## src/rtl/id_stage_pipe.sv

```systemverilog
// -----------------------------------------------------------------------------
// id_stage_pipe
//   Instruction-decode stage of the RV32I pipeline. It holds the register file,
//   builds the sign-extended immediate, forwards EX/WB results into the operand
//   read, detects load-use (or any EX-destination, when forwarding is disabled)
//   hazards, and registers the decoded instruction into the ID/EX register
//   with a valid/ready handshake toward IF and EX.
//
// Ports
//   clk, rst            clock (posedge) and asynchronous active-high reset
//   if_valid/if_inst    instruction offered by IF, with its PC on if_pc
//   id_ready            ID accepts the offered instruction this cycle
//   sext_op             immediate format: 0 I, 1 S, 2 B, 3 U, 4 J, others as I
//   flush               kill the ID/EX contents (redirect)
//   ex_ready            EX accepts the ID/EX register this cycle
//   ex_we/ex_wr/ex_wd   destination write of the instruction now in EX
//   ex_is_load          that EX result comes from memory and is not yet known
//   wb_we/wb_wr/wb_wd   register-file write port driven by WB
//   id_valid, id_pc, id_rd1, id_rd2, id_ext, id_wr   ID/EX register contents
//   perf_stall          saturating count of hazard stall cycles
// -----------------------------------------------------------------------------
module id_stage_pipe #(
    parameter int XLEN    = 32,
    parameter int NREG    = 32,
    parameter bit HAS_FWD = 1'b1,
    localparam int AW     = $clog2(NREG)
) (
    input  logic            clk,
    input  logic            rst,
    input  logic            if_valid,
    input  logic [31:0]     if_inst,
    input  logic [XLEN-1:0] if_pc,
    output logic            id_ready,
    input  logic [2:0]      sext_op,
    input  logic            flush,
    input  logic            ex_ready,
    input  logic            ex_we,
    input  logic [AW-1:0]   ex_wr,
    input  logic [XLEN-1:0] ex_wd,
    input  logic            ex_is_load,
    input  logic            wb_we,
    input  logic [AW-1:0]   wb_wr,
    input  logic [XLEN-1:0] wb_wd,
    output logic            id_valid,
    output logic [XLEN-1:0] id_pc,
    output logic [XLEN-1:0] id_rd1,
    output logic [XLEN-1:0] id_rd2,
    output logic [XLEN-1:0] id_ext,
    output logic [AW-1:0]   id_wr,
    output logic [15:0]     perf_stall
);

    logic [XLEN-1:0]   rf_r [NREG];
    logic [AW-1:0]     rs1_s;
    logic [AW-1:0]     rs2_s;
    logic [AW-1:0]     rd_s;
    logic [XLEN-1:0]   op1_s;
    logic [XLEN-1:0]   op2_s;
    logic signed [31:0] imm32_s;
    logic [XLEN-1:0]   ext_s;
    logic              hazard_s;

    assign rs1_s = if_inst[15 +: AW];
    assign rs2_s = if_inst[20 +: AW];
    assign rd_s  = if_inst[7 +: AW];

    // Operand source priority: x0, then the EX result (only when it is an ALU
    // result), then the value WB is writing this very cycle, then the array.
    function automatic logic [XLEN-1:0] read_operand(input logic [AW-1:0] rs);
        logic [XLEN-1:0] v;
        if (rs == '0) begin
            v = '0;
        end else if (HAS_FWD && ex_we && !ex_is_load && (ex_wr == rs)) begin
            v = ex_wd;
        end else if (wb_we && (wb_wr == rs)) begin
            v = wb_wd;
        end else begin
            v = rf_r[rs];
        end
        return v;
    endfunction

    // Operand read for both source registers.
    always_comb begin
        op1_s = read_operand(rs1_s);
        op2_s = read_operand(rs2_s);
    end

    // Immediate extraction; unused format codes fall back to the I layout.
    always_comb begin
        imm32_s = '0;
        case (sext_op)
            3'd0:    imm32_s = {{20{if_inst[31]}}, if_inst[31:20]};
            3'd1:    imm32_s = {{20{if_inst[31]}}, if_inst[31:25], if_inst[11:7]};
            3'd2:    imm32_s = {{19{if_inst[31]}}, if_inst[31], if_inst[7],
                                if_inst[30:25], if_inst[11:8], 1'b0};
            3'd3:    imm32_s = {if_inst[31:12], 12'd0};
            3'd4:    imm32_s = {{11{if_inst[31]}}, if_inst[31], if_inst[19:12],
                                if_inst[20], if_inst[30:21], 1'b0};
            default: imm32_s = {{20{if_inst[31]}}, if_inst[31:20]};
        endcase
        ext_s = XLEN'(imm32_s);
    end

    // Hazard: EX writes a register we read and its value cannot be forwarded.
    // rs2 is compared regardless of format, which may add harmless stalls.
    always_comb begin
        if (if_valid && ex_we && (ex_wr != '0) && ((ex_wr == rs1_s) || (ex_wr == rs2_s))
            && (ex_is_load || !HAS_FWD)) begin
            hazard_s = 1'b1;
        end else begin
            hazard_s = 1'b0;
        end
        id_ready = ex_ready && !hazard_s;
    end

    // Register file write port; x0 is never written.
    always_ff @(posedge clk or posedge rst) begin
        if (rst) begin
            for (int i = 0; i < NREG; i++) begin
                rf_r[i] <= '0;
            end
        end else if (wb_we && (wb_wr != '0)) begin
            rf_r[wb_wr] <= wb_wd;
        end
    end

    // ID/EX register: flush beats a stalled EX, which beats a hazard bubble.
    always_ff @(posedge clk or posedge rst) begin
        if (rst) begin
            id_valid <= 1'b0;
            id_pc    <= '0;
            id_rd1   <= '0;
            id_rd2   <= '0;
            id_ext   <= '0;
            id_wr    <= '0;
        end else if (flush) begin
            id_valid <= 1'b0;
        end else if (!ex_ready) begin
            id_valid <= id_valid;
        end else if (hazard_s) begin
            id_valid <= 1'b0;
        end else begin
            id_valid <= if_valid;
            if (if_valid) begin
                id_pc  <= if_pc;
                id_rd1 <= op1_s;
                id_rd2 <= op2_s;
                id_ext <= ext_s;
                id_wr  <= rd_s;
            end
        end
    end

    // Stall counter: counts only cycles where the hazard alone blocks issue.
    always_ff @(posedge clk or posedge rst) begin
        if (rst) begin
            perf_stall <= 16'd0;
        end else if (hazard_s && ex_ready && !flush && (perf_stall != 16'hFFFF)) begin
            perf_stall <= perf_stall + 16'd1;
        end
    end

endmodule

```

## config.mk

```make
export PLATFORM = sky130hd
export DESIGN_NAME = id_stage_pipe
export DESIGN_NICKNAME = d
export VERILOG_FILES = /design/src/rtl/id_stage_pipe.sv
export SDC_FILE = /design/constraint.sdc
export NUM_CORES = 2
export LEC_CHECK = 0
export CAP_MARGIN = 40
export CORE_MARGIN = 10
export CORE_UTILIZATION = 40
export CTS_CLUSTER_SIZE = 14
export DETAILED_ROUTE_END_ITERATION = 8
export PLACE_DENSITY_LB_ADDON = 0.12
export SLEW_MARGIN = 20
export SYNTH_ARGS = -nofsm -noshare
export SYNTH_HDL_FRONTEND = slang
export SYNTH_SLANG_ARGS = --single-unit
export TNS_END_PERCENT = 1
```

## constraint.sdc

```tcl
create_clock -name clk -period 45.6 [get_ports clk]
set_input_delay 9.12 -clock clk [delete_from_list [all_inputs] [get_ports clk]]
set_output_delay 9.12 -clock clk [all_outputs]
set_load 0.01 [all_outputs]
```

* Yosys cells after proc, flatten, opt, wreduce, memory -nomap -nowiden *
Index checks and enable logic that the tools add are counted.

storage, ports and cells
  register bits after elaboration = 1174
  input bits = 149
  output and inout port bits = 151

operators by class
  add/subtract/negate cells = 1
  $lt $le $gt $ge = 4
  bitwise logic cells = 5
  mux-type cells = 20
  equal/unequal tests = 9
  reductions and logical operators = 25

operators by type and width
  cell                     number
  $bwmux W1024             1
  $mux W32                 11
  $bmux W32 S5             2
  $demux W32 S5            1
  $pmux W31 S4             1
  $eq A5 B5 Y1             4
  $ge A6 B6 Y1 const B     3
  $not A5 Y6               3
  $add A16 B1 Y16 const B  1
  $ne A16 B16 Y1 const B   1
  $logic_and A1 B1 Y1      15
  $logic_not A5 Y1         2
  $reduce_bool A5 Y1       2
  $eq A3 B2 Y1 const B     2
  $lt A6 B1 Y1 const B     1
  $mux W1                  4
  $reduce_and A4 Y1        1
  $eq A3 B1 Y1 const B     1
  $eq A3 B3 Y1 const B     1
  $logic_not A1 Y1         3
  $not A1 Y1               2
  $reduce_bool A2 Y1       1
  $logic_or A1 B1 Y1       1

* Logic depth before layout (Yosys ltp) *
  depth after elaboration = 8
  mapped depth = 10
  mapped depth without buffers = 7

* Least setup slack after synthesis *
OpenSTA, ideal clock, no wires.

  path type = input port to output port
  start point = input if_inst[20]
  end point = output id_ready
  arrival = 10454 ps
  slack = 26026 ps
  buffers on the path = 3
  stages on the path = 8
  data required time = 36480 ps
  cell sequence = buf_2 xor2_1 nor3_1 and3_1 o21ai_0 buf_2 buf_1 and2_1

between the ends
  longest elaborated chain between the ends = 7

ends and longest elaborated chain
  what                 line  source
  from (decl)          31    input logic [31:0] if_inst,
  $eq A5 B5 Y1         108   if (if_valid && ex_we && (ex_wr != '0) && ((ex_wr == rs1_s) || (ex_wr == rs2_s))
  $logic_or A1 B1 Y1   108
  $logic_and A1 B1 Y1  108
  $logic_and A1 B1 Y1  109   && (ex_is_load || !HAS_FWD)) begin
  $mux W1              108
  $logic_not A1 Y1     114   id_ready = ex_ready && !hazard_s;
  $logic_and A1 B1 Y1  114
  to (decl)            33    output logic id_ready,

Every way passes these cells.

* Worst setup path after layout *
  start point = input if_inst[22]
  end point = output id_ready

Same word-level chain as after synthesis.

==> summary.txt <==
Timing
  • Clock Skews: 26.83 ps
  • Max-slew violations: 0
  • Max-slew headroom: between 20% and 30%
  • Minimum clock period: roughly 21000 ps
  • Peak Freq: around 48 MHz
  • Unrepaired setup endpoints after global routing: false
  • Final hold viol count: 0
  • Worst slew pin tran: about 1100 ps
  • Setup TNS: 0 ps
  • # setup viols final: 0
  • Final Cycle Share: approximately 46%

Routing
  • First-pass DRT Iterations: 7
  • Vias per cell: roughly 6.2
  • Antenna Nets Post-Route: 0
  • Routed length per placed instance: roughly 32 µm
  • Via Count: a little over 40k
  • DRT Wirelength: ~210000 µm
  • Iter 0 DRT Violations: between 3k and 4k
  • Final routed DRC violation total: 0

CTS
  • Clk slew on worst S/H paths: about 60 ps
  • H-tree levels: 4
  • CTS Hold Bufs: 0
  • CTS resizes: 0
  • CTS Buf Count: 140
  • Post-CTS Setup Bufs: 0
  • Worst-Skew Late Latency: between 700 and 800 ps
  • CTS tree: yes
  • Root buf cell: clkbuf_16
  • Sink Count: ~1.2k
  • Clock buffer depth: 3

Setup path
  • Crit path launch type: input port
  • Reg2reg setup slack: between 40000 and 50000 ps
  • CP Max Fanout: 19
  • Largest stage delay on the critical path: around 600 ps
  • Delay-heaviest family, CP: buffers and inverters
  • Data required time at the worst endpoint: between 30000 and 40000 ps
  • Crit path cell chain: clkdlybuf4s50_1 -> buf_4 -> xnor2_1 -> and3_1 -> o21ai_4 -> and2_1 -> clkdlybuf4s50_1
  • CP Class: in -> out
  • Critical Path AT: approximately 12000 ps
  • Most used cell, CP: clkdlybuf4s50_1
  • Worst Setup End Kind: primary output
  • R2r startpoint: rf_r[401]
  • Reg2reg path depth: 5
  • CP Buf/Inv Count: 3
  • CP max stage cell: o21ai_4
  • FF-to-FF End: id_rd1[17]

Cells and area
  • Filler instances: ~14k
  • Share of layout cells above drive strength 1: between 40% and 50%
  • Area grow syn2layout: 16.25%
  • Area of the multi-input gates: ~30000 µm²
  • Commonest non-fill, non-tap cell in the layout: dfrtp_1
  • Net total in the final layout: around 4.7k
  • Most frequent cells in the layout: dfrtp_1, mux2_2, mux4_2
  • Sequential cell area: approximately 29000 µm²

GRT
  • Global-route wire length before repair: 311500 µm
  • Gr usage total: 25.05%
  • Gr ovfl total: 0
  • Antenna violations before repair: 9
  • Pin count of the biggest net entering global routing: 160
  • Vias in the first global route: ~43k

Min path
  • Worst Hold Class: reg -> reg
  • Worst hold start: rf_r[1011]
  • Hold path cells: 0
  • Hold Path End: rf_r[1011]

Die
  • Row cnt: about 140
  • Num ports: 300
  • Die X: approximately 410 µm
  • Die footprint: 168300 µm²
  • Die height: between 400 and 500 µm
  • Initial core utilization: 40.16%
  • Core ar.: 151700 µm²

Pwr
  • Total power draw: around 3.1 mW
  • Max VDD drop: just over 0.04 mV
  • P per Cell Area: 44.11 nW/µm²
  • Leak: 30.20 nW

Status
  • Status: finished, final reports clean

Logic synthesis
  • Syn. warnings: 0
  • Synth top area cells: dfrtp_1, mux2_2, mux4_2, mux2i_1, clkbuf_1
  • Synth Register Bits: roughly 1.2k
  • Share of the synthesized area in the top cell type: between 40% and 50%
  • Ys flop type: dfrtp_1
  • Mapped Cells: between 4k and 5k
  • Post-synthesis cell area: 60930 µm²
  • Cell variety after synth: 52
  • Leading area contributor after synthesis: dfrtp_1
  • Post-synth EDFFs: 0
  • Mean Syn Cell Area: 13.79 µm²
  • Synth async-reset ratio: 100.0%
  • Syn Nets: between 4k and 5k
  • Register area share after synthesis: 48.22%

Placement
  • HPWL after detailed placement: ~130000 µm
  • Port bufs: just under 300
  • Gpl congestion: a little under 0.8

Job
  • Maximum Capacitance Violations: 0
==> logic make-up after synthesis <==
| group | Yosys count | share of synthesized area, % |
|---|---|---|
| XOR/XNOR | 36 | 0.5175 |
| flip-flops | 1174 | 48.22 |
| AO/OA/AOI/OAI | 659 | 7.113 |
| adder cells (fa/ha/maj) | 1 | 0.02053 |
| buffers and inverters | 506 | 3.483 |
| AND/OR/NAND/NOR | 351 | 2.906 |
| multiplexers | 1691 | 37.74 |
==> Yosys cell counts (all sizes together) (34+ instances only) <==
library cell,count
dfrtp,1174
mux2,1040
mux4,380
clkbuf,364
mux2i,271
o21ai,154
a21oi,143
buf,137
o22ai,120
nand2,110
nand3,76
a221oi,64
nand4,38
o211ai,34
==> layout make-up <==
class	count	area share [%]
multi-input cells	2738	41.98
flip-flops and latches	1174	41.48
repair buffers	447	6.414
clock buffers	219	5.967
well taps	2030	3.586
clock inverters	33	0.5229
inverters	5	0.03710
diodes	4	0.01413
==> sequential cells by signal, summed over array words and instances, names as in the netlist <==
| signal | flops |
|---|---|
| rf_r | 1024 |
| id_ext | 32 |
| id_wr | 5 |
| id_rd1 | 32 |
| id_rd2 | 32 |
| perf_stall | 16 |
| id_valid | 1 |
| id_pc | 32 |
==> metal layers <==
| layer | track usage [%] | up-vias | routed length, µm |
|---|---|---|---|
| li1 | - | 17203 | - |
| met4 | 8.515 | 4 | 7071 |
| met1 | 34.45 | 22135 | 93470 |
| met2 | 39.90 | 1395 | 100400 |
| met3 | 4.430 | 388 | 12570 |
| met5 | 0 | - | 27 |
==> worst max-delay path by stage <==
| stage | start | end | slack [ps] | cells past startpoint |
|---|---|---|---|---|
| floorplan | rst | id_ext[0] | 3410 | 1 |
| global placement | if_inst[24] | id_ready | 24580 | 8 |
| detailed placement | if_inst[24] | id_ready | 24620 | 8 |
| CTS | if_inst[24] | id_ready | 24610 | 8 |
| global route | if_inst[22] | id_ready | 24600 | 7 |
| finish | if_inst[22] | id_ready | 24630 | 7 |
==> power breakdown <==
group	switching [mW]	internal (mW)	leakage [nW]
Clock	0.459	0.670	2.25
Sequential	0.137	1.24	15.0
Combinational	0.254	0.366	12.9
Total	0.850	2.27	30.2
==> worst register-to-register path: stages (launching register included) <==
cell	delay [ps]
dfrtp_1	400
mux4_2	470
mux2_2	280
a221o_1	350
a221oi_1	910
o2bb2ai_1	130
==> per-stage QoR <==
stage | area [µm²] | cells | worst slack (ps) | util [%] | hold slack, ps
after floorplan | 60930 | 4418 | 3411 | - | 445.1
after global placement | 65630 | 6364 | 24580 | 43.26 | 382.1
after detailed placement | 66210 | 6393 | 24620 | 43.64 | 385.1
after CTS | 70810 | 6645 | 24610 | 46.67 | 398.0
after global routing | 70820 | 6647 | 24600 | 46.68 | 408.1
final | 70830 | 6650 | 24630 | 46.68 | 394.1
No activity file was read; power rests on OpenSTA's default activity.
